===== src/rtl/memchr_reader_pkg.sv =====
// rtl/memchr_reader_pkg.sv - shared types and sizes for the memchr read engine
package memchr_reader_pkg;

  localparam int MEMORY_CONTROLLER_ADDR_SIZE = 32;
  localparam int MEMORY_CONTROLLER_DATA_SIZE = 32;
  localparam int CNT_W = 32;

  typedef enum logic [1:0] {
    ST_IDLE  = 2'd0,
    ST_ISSUE = 2'd1,
    ST_DRAIN = 2'd2,
    ST_DONE  = 2'd3
  } state_t;

  typedef struct packed {
    logic             valid;
    logic [CNT_W-1:0] offset;
  } tag_t;

endpackage


===== src/rtl/memchr_reader_if.sv =====
// rtl/memchr_reader_if.sv - memory_controller bus between a read master and the RAM side
interface memchr_reader_if
  import memchr_reader_pkg::*;
#(
  parameter int ADDR_W = MEMORY_CONTROLLER_ADDR_SIZE,
  parameter int DATA_W = MEMORY_CONTROLLER_DATA_SIZE
);
  logic [ADDR_W-1:0] memory_controller_address;
  logic              memory_controller_write_enable;
  logic [DATA_W-1:0] memory_controller_in;
  logic [DATA_W-1:0] memory_controller_out;

  modport master (
    output memory_controller_address,
    output memory_controller_write_enable,
    output memory_controller_in,
    input  memory_controller_out
  );

  modport slave (
    input  memory_controller_address,
    input  memory_controller_write_enable,
    input  memory_controller_in,
    output memory_controller_out
  );
endinterface


===== src/rtl/memchr_tag_pipe.sv =====
// rtl/memchr_tag_pipe.sv - DEPTH-deep {valid, offset} shift register aligned to RAM read latency
module memchr_tag_pipe
  import memchr_reader_pkg::*;
#(
  parameter int DEPTH = 1
) (
  input  logic clk,
  input  logic reset,
  input  logic flush,
  input  tag_t push,
  output tag_t head
);

  tag_t stage [DEPTH];

  always_ff @(posedge clk or negedge reset) begin
    if (!reset) begin
      for (int i = 0; i < DEPTH; i++) stage[i] <= '0;
    end else if (flush) begin
      // flush also drops the entry being pushed this cycle
      for (int i = 0; i < DEPTH; i++) stage[i] <= '0;
    end else begin
      stage[0] <= push;
      for (int i = 1; i < DEPTH; i++) stage[i] <= stage[i-1];
    end
  end

  assign head = stage[DEPTH-1];

endmodule


===== src/rtl/memchr_reader.sv =====
// rtl/memchr_reader.sv - scans n bytes from m through memory_controller for the first byte equal to c
module memchr_reader
  import memchr_reader_pkg::*;
#(
  parameter int ADDR_W       = MEMORY_CONTROLLER_ADDR_SIZE,
  parameter int DATA_W       = MEMORY_CONTROLLER_DATA_SIZE,
  parameter int CMP_W        = 8,
  parameter int READ_LATENCY = 1
) (
  input  logic              clk,
  input  logic              reset,
  input  logic              start,
  output logic              finish,
  output logic [ADDR_W-1:0] return_val,
  output logic              found,
  input  logic [ADDR_W-1:0] m,
  input  logic [31:0]       c,
  input  logic [31:0]       n,
  memchr_reader_if.master   mem
);

  state_t            state;
  logic [ADDR_W-1:0] m_l;
  logic [CMP_W-1:0]  c_l;
  logic [CNT_W-1:0]  n_l;
  logic [CNT_W-1:0]  issue_cnt;
  logic [ADDR_W-1:0] addr_q;
  logic              res_found;
  logic [ADDR_W-1:0] res_val;

  tag_t              tag_push;
  tag_t              tag_head;
  logic              scanning;
  logic              hit;
  logic              last_tag;
  logic [ADDR_W-1:0] issue_addr;
  logic [ADDR_W-1:0] hit_addr;
  logic              unused_bits;

  assign scanning   = (state == ST_ISSUE) || (state == ST_DRAIN);
  assign hit        = scanning && tag_head.valid &&
                      (mem.memory_controller_out[CMP_W-1:0] == c_l);
  assign last_tag   = tag_head.valid && (tag_head.offset == n_l - 32'd1);
  assign issue_addr = m_l + ADDR_W'(issue_cnt);
  assign hit_addr   = m_l + ADDR_W'(tag_head.offset);

  assign tag_push.valid  = (state == ST_ISSUE);
  assign tag_push.offset = issue_cnt;

  memchr_tag_pipe #(.DEPTH(READ_LATENCY)) u_tag_pipe (
    .clk   (clk),
    .reset (reset),
    .flush (hit),
    .push  (tag_push),
    .head  (tag_head)
  );

  // address reaches the RAM in the issue cycle itself so data lines up with the tag head
  assign mem.memory_controller_address      = (state == ST_ISSUE) ? issue_addr : addr_q;
  assign mem.memory_controller_write_enable = 1'b0;
  assign mem.memory_controller_in           = '0;

  assign unused_bits = ^{c[31:CMP_W], mem.memory_controller_out[DATA_W-1:CMP_W]};

  always_ff @(posedge clk or negedge reset) begin
    if (!reset) begin
      state      <= ST_IDLE;
      m_l        <= '0;
      c_l        <= '0;
      n_l        <= '0;
      issue_cnt  <= '0;
      addr_q     <= '0;
      res_found  <= 1'b0;
      res_val    <= '0;
      finish     <= 1'b0;
      found      <= 1'b0;
      return_val <= '0;
    end else begin
      finish <= 1'b0;
      case (state)
        ST_IDLE: begin
          if (start) begin
            m_l       <= m;
            c_l       <= c[CMP_W-1:0];
            n_l       <= n;
            issue_cnt <= '0;
            if (n == 32'd0) begin
              res_found <= 1'b0;
              res_val   <= '0;
              state     <= ST_DONE;
            end else begin
              state <= ST_ISSUE;
            end
          end
        end
        ST_ISSUE: begin
          addr_q    <= issue_addr;
          issue_cnt <= issue_cnt + 32'd1;
          if (hit) begin
            res_found <= 1'b1;
            res_val   <= hit_addr;
            state     <= ST_DONE;
          end else if (issue_cnt + 32'd1 == n_l) begin
            state <= ST_DRAIN;
          end
        end
        ST_DRAIN: begin
          if (hit) begin
            res_found <= 1'b1;
            res_val   <= hit_addr;
            state     <= ST_DONE;
          end else if (last_tag) begin
            res_found <= 1'b0;
            res_val   <= '0;
            state     <= ST_DONE;
          end
        end
        ST_DONE: begin
          // results change only together with the finish pulse
          finish     <= 1'b1;
          found      <= res_found;
          return_val <= res_val;
          state      <= ST_IDLE;
        end
        default: state <= ST_IDLE;
      endcase
    end
  end

endmodule

===== src/flat_wrapper.sv =====
// flat-port wrapper written by rule: the top's interface ports become plain ports
module memchr_reader_flat import memchr_reader_pkg::*;
#(
  parameter int ADDR_W       = MEMORY_CONTROLLER_ADDR_SIZE,
  parameter int DATA_W       = MEMORY_CONTROLLER_DATA_SIZE,
  parameter int CMP_W        = 8,
  parameter int READ_LATENCY = 1
)
  (clk, reset, start, finish, return_val, found, m, c, n, mem_memory_controller_address, mem_memory_controller_write_enable, mem_memory_controller_in, mem_memory_controller_out);
  memchr_reader_if #(.ADDR_W(ADDR_W), .DATA_W(DATA_W)) mem_i ();
  input  logic clk;
  input  logic reset;
  input  logic start;
  output logic finish;
  output logic [ADDR_W-1:0] return_val;
  output logic found;
  input  logic [ADDR_W-1:0] m;
  input  logic [31:0] c;
  input  logic [31:0] n;
  output wire logic [$bits(mem_i.memory_controller_address)-1:0] mem_memory_controller_address;
  output wire logic [$bits(mem_i.memory_controller_write_enable)-1:0] mem_memory_controller_write_enable;
  output wire logic [$bits(mem_i.memory_controller_in)-1:0] mem_memory_controller_in;
  input wire logic [$bits(mem_i.memory_controller_out)-1:0] mem_memory_controller_out;
  assign mem_memory_controller_address = mem_i.memory_controller_address;
  assign mem_memory_controller_write_enable = mem_i.memory_controller_write_enable;
  assign mem_memory_controller_in = mem_i.memory_controller_in;
  assign mem_i.memory_controller_out = mem_memory_controller_out;
  memchr_reader #(.ADDR_W(ADDR_W), .DATA_W(DATA_W), .CMP_W(CMP_W), .READ_LATENCY(READ_LATENCY)) u_core (.clk(clk), .reset(reset), .start(start), .finish(finish), .return_val(return_val), .found(found), .m(m), .c(c), .n(n), .mem(mem_i));
endmodule

===== config.mk =====
export PLATFORM = sky130hd
export DESIGN_NAME = memchr_reader_flat
export DESIGN_NICKNAME = d
export VERILOG_FILES = /design/src/rtl/memchr_reader_pkg.sv /design/src/rtl/memchr_reader_if.sv /design/src/rtl/memchr_tag_pipe.sv /design/src/rtl/memchr_reader.sv /design/src/flat_wrapper.sv
export SDC_FILE = /design/constraint.sdc
export NUM_CORES = 1
export LEC_CHECK = 0
export BUFFER_PORTS_ARGS = -buffer_cell sky130_fd_sc_hd__buf_2
export CELL_PAD_IN_SITES_DETAIL_PLACEMENT = 0
export CELL_PAD_IN_SITES_GLOBAL_PLACEMENT = 1
export CORE_MARGIN = 4
export CORE_UTILIZATION = 45
export CTS_CLUSTER_DIAMETER = 120
export DETAILED_ROUTE_END_ITERATION = 8
export GPL_ROUTABILITY_DRIVEN = 0
export HOLD_SLACK_MARGIN = 0.12
export PLACE_DENSITY_LB_ADDON = 0.15
export RECOVER_POWER = 50
export REMOVE_ABC_BUFFERS = 1
export SLEW_MARGIN = 10
export SYNTH_ARGS = -nofsm -noshare
export SYNTH_HDL_FRONTEND = slang
export SYNTH_HIERARCHICAL = 1
export SYNTH_SLANG_ARGS = --single-unit

===== constraint.sdc =====
create_clock -name clk -period 4.8 [get_ports clk]
set_clock_uncertainty 0.15 [all_clocks]
set_input_delay 0.48 -clock clk [delete_from_list [all_inputs] [get_ports clk]]
set_output_delay 0.48 -clock clk [all_outputs]
set_load 0.02 [all_outputs]

==> results.txt <==
- Maximum root-to-sink buffer count: 3
* Cells taking the most area after synthesis: dfrtp_1, mux2_2, ha_1
- For this run, the leading register cell type out of synthesis is dfrtp_1.
- In the synthesized netlist, the cells that appear most often are dfrtp_1, mux2_2, xnor2_1.
* Antenna-violating nets left: 0
* Setup TNS: 0 ns
- Setup violations remaining at the end of the flow were counted as 0.
- DRC Markers: 0
- Setup CP Type: reg -> out
- The die is 190.6 µm wide.
- Pin placement for this block handled between 200 and 250 I/O pins.
- Crit share post-route: 0.9563
- Number of antenna repair diodes: 0
* Die ar.: 0.03634 mm²
* Mapped Cells: approximately 1,500
- For this run, the total global-route usage over all layers was measured as 0.2254.
* Grt ovf: 0
- Half-perimeter wire length after placement: 30,490 µm
- Result of the run: finished with violations
- Clock tree synthesis inserted a total of 28 buffers.
- In this run the vertical extent of the chip is between 150 and 200 µm.
- The checks that failed: capacitance limit, slew limit.
* Power density over the cells: 549.0 mW/mm²
* Core box area: 0.03270 mm²
- In the final layout, the share of cells above drive strength 1 is 0.2085.
- Time the worst path needs with I/O delays and setup: 4.590 ns
* Global-route wire length before repair: ~66,000 µm
* Critical Path Source Type: flip-flop
- Number of global-route vias before repair: 11,660
* Number of flops mapped to enable cells by yosys: 0
- Final Routed Wirelength: just over 40,000 µm
- Relative slew slack: -0.8446
- Synth top area share: 0.3968
- Required @ worst endpoint: 4.17 ns
* CP cell instances: ha_1 -> a21o_1 -> a21oi_1 -> o21ai_0 -> or3b_2 -> o211ai_1 -> a31oi_1 -> a221oi_1 -> xnor2_1 -> mux2_2 -> buf_2
* 1st-pass router iterations: 5
* Slowest CP cell: dfrtp_1
* Clk sinks: 238
* Count of vias placed by the detailed router: 12,010
- Buf/Inv on CP: 1
* Final hold violations: 0
- Among all cell types in the netlist, the one instantiated most often is dfrtp_1.
* Count of maximum capacitance violations: 2
* CTS H-tree lvls: 1
- Syn Area/Cell: 10.11 µm²
* Async set or reset register ratio after synthesis: 1.000
- Signed area change from the synthesized netlist to the final layout: 17.42%
- The final layout contains 1,883 nets.
- The Yosys step of the flow raised 6 warnings.
- Derived from the worst setup path, the maximum achievable clock frequency is around 220 MHz.
- Unrepaired setup endpoints after global routing: no
- STA classifies the critical path endpoint as an output port.
- In this run, distinct cell masters in the synthesized netlist total 88.
- Clock tree synthesis selected as its root buffer the cell clkbuf_16.
- Measured slew at the worst slew-check pin: between 2 and 3 ns
* Leakage power summed over all cells: roughly 8 nW
- Average via count per standard cell: 5.599
- Port buffering added 148 buffers.
- Data on the critical path arrives at its endpoint at 3.96 ns.
- Number of cell rows: 66
- In the final routed layout, each cell accounts on average for 19.10 µm.
- The tightest hold path in the finished design has a slack of 0.3370 ns.
* Syn Std Cell Area: 0.01501 mm²
- TritonCTS built the clock tree.
- In this design, the largest share of critical-path delay is due to compound AO/OA/AOI/OAI gates.
* Min-Delay Path Class: reg -> reg
- Initial antenna violation count: 0
- After clock tree synthesis, the clock-pin slew on the worst setup and hold paths is 0.06 ns.
* Pin count of the biggest net entering global routing: 113
* Initial Utilization: 0.4589
- Fraction of the yosys area taken by sequential cells: 0.3968
- After the first detailed-routing iteration, the DRC count stood at 774.
- In this design, the stage delay of the slowest critical-path cell is 0.70 ns.
- Pins Over Slew Limit: around 150
* Worst skew pair latency: 0.54 ns
- Of all nets on the critical path, the largest fanout is 17.
* Register bit count reported by yosys: 238
- Library cell with the largest summed area after synthesis: dfrtp_1
- Worst-case vdd ir drop: approximately 0.00037 V
-- layout by cell type, fill, tap and decap left out, types with 28 or more instances in the layout --
| cell | instances |
|---|---|
| nand3_1 | 30 |
| a21oi_1 | 67 |
| xnor2_1 | 90 |
| nor2_1 | 84 |
| nand2_1 | 83 |
| clkbuf_1 | 37 |
| dlygate4sd3_1 | 73 |
| conb_1 | 33 |
| xor2_1 | 48 |
| a21o_1 | 39 |
| buf_2 | 113 |
| mux2_2 | 132 |
| clkbuf_16 | 29 |
| o21ai_0 | 80 |
| ha_1 | 68 |
| nor2b_1 | 40 |
| dfrtp_1 | 235 |
| a22o_1 | 28 |
-- power by group --
part	internal [mW]	switching [mW]	total, mW
clock network	1.26	0.841	2.10
registers	2.51	0.678	3.19
logic	1.89	2.49	4.38
-- worst register-to-register path: cells and delay by family, from the launching register on --
kind | cells | cell delay [ns]
adder cells (fa/ha/maj) | 1 | 0.33
buffers and inverters | 1 | 0.10
flip-flops | 1 | 0.48
multiplexers | 2 | 0.49
AO/OA/AOI/OAI | 3 | 0.88
AND/OR/NAND/NOR | 3 | 1.56
-- repair_timing --
action | CTS | global route
setup endpoints to repair | 2 | 3
hold buffers | 73 | 0
pin swaps | 0 | 2
setup buffers | 0 | 1
endpoints found under the hold margin | 180 | 0
resized for setup | 2 | 5
-- layer usage --
| metal | wire, µm | GRT usage |
|---|---|---|
| met1 | 19760 | 0.3385 |
| met5 | 0 | 0 |
| met4 | 1017 | 0.05359 |
| met2 | 17950 | 0.3483 |
| met3 | 2241 | 0.02874 |
-- registers in the layout, indices dropped and copies added, names as in the netlist --
| register | cells |
|---|---|
| u_core/m_l | 32 |
| u_core/addr_q | 32 |
| u_core/c_l | 8 |
| u_core/n_l | 32 |
| u_core/res_found | 1 |
| u_core/state | 2 |
| u_core/finish | 1 |
| u_core/issue_cnt | 32 |
| u_core/u_tag_pipe/head | 33 |
| u_core/res_val | 32 |
| u_core/return_val | 32 |
| u_core/found | 1 |
-- area by class of cell --
cell class,instances,area [µm²]
timing repair buffer,239,1554
inverter,26,97.59
sequential,238,5959
multi-input combinational,1149,8529
clock buffer,39,833.3
fill,2985,15080
tap,442,553.0
clock inverter,12,95.09
-- kinds of logic (layout without fill, tap and decap cells) --
kind of cell    Yosys count  count (layout)  synth area share
buf+inv                 129             316           0.04435
flops                   238             238            0.3968
fa+ha+maj                70              70           0.05936
simple gates            406             406            0.1484
mux                     142             142            0.1058
other cells               1              33         0.0002499
xor+xnor                138             138           0.08053
compound gates          360             360            0.1645
-- metrics by stage --
step	worst slack (ns)	util	power [mW]	instances	cell area, µm²
after floorplan	0.8965	-	6.182	1413	14560
after global placement	0.5017	0.4896	7.472	2020	16010
after detailed placement	0.4981	0.4896	7.545	2020	16010
after CTS	0.02962	0.5404	9.751	2144	17670
after global routing	0.007559	0.5389	10.35	2145	17620
final	0.2097	0.5389	9.674	2145	17620
-- final timing paths --
check	start	endpoint	slack (ns)	cells after the start
min reg2reg	u_core/res_found$_DFFE_PN0P_	u_core/res_found$_DFFE_PN0P_	0.34	1
max reg2reg	u_core/n_l[1]$_DFFE_PN0P_	u_core/res_val[30]$_DFFE_PN0P_	0.67	10
max in group asynchronous	reset	u_core/issue_cnt[1]$_DFFE_PN0P_	1.31	3
min in group asynchronous	reset	u_core/res_val[0]$_DFFE_PN0P_	1.13	2
max	u_core/issue_cnt[16]$_DFFE_PN0P_	mem_memory_controller_address[30]	0.21	11
min	u_core/res_found$_DFFE_PN0P_	u_core/res_found$_DFFE_PN0P_	0.34	1
(Power assumes the default switching activity.)
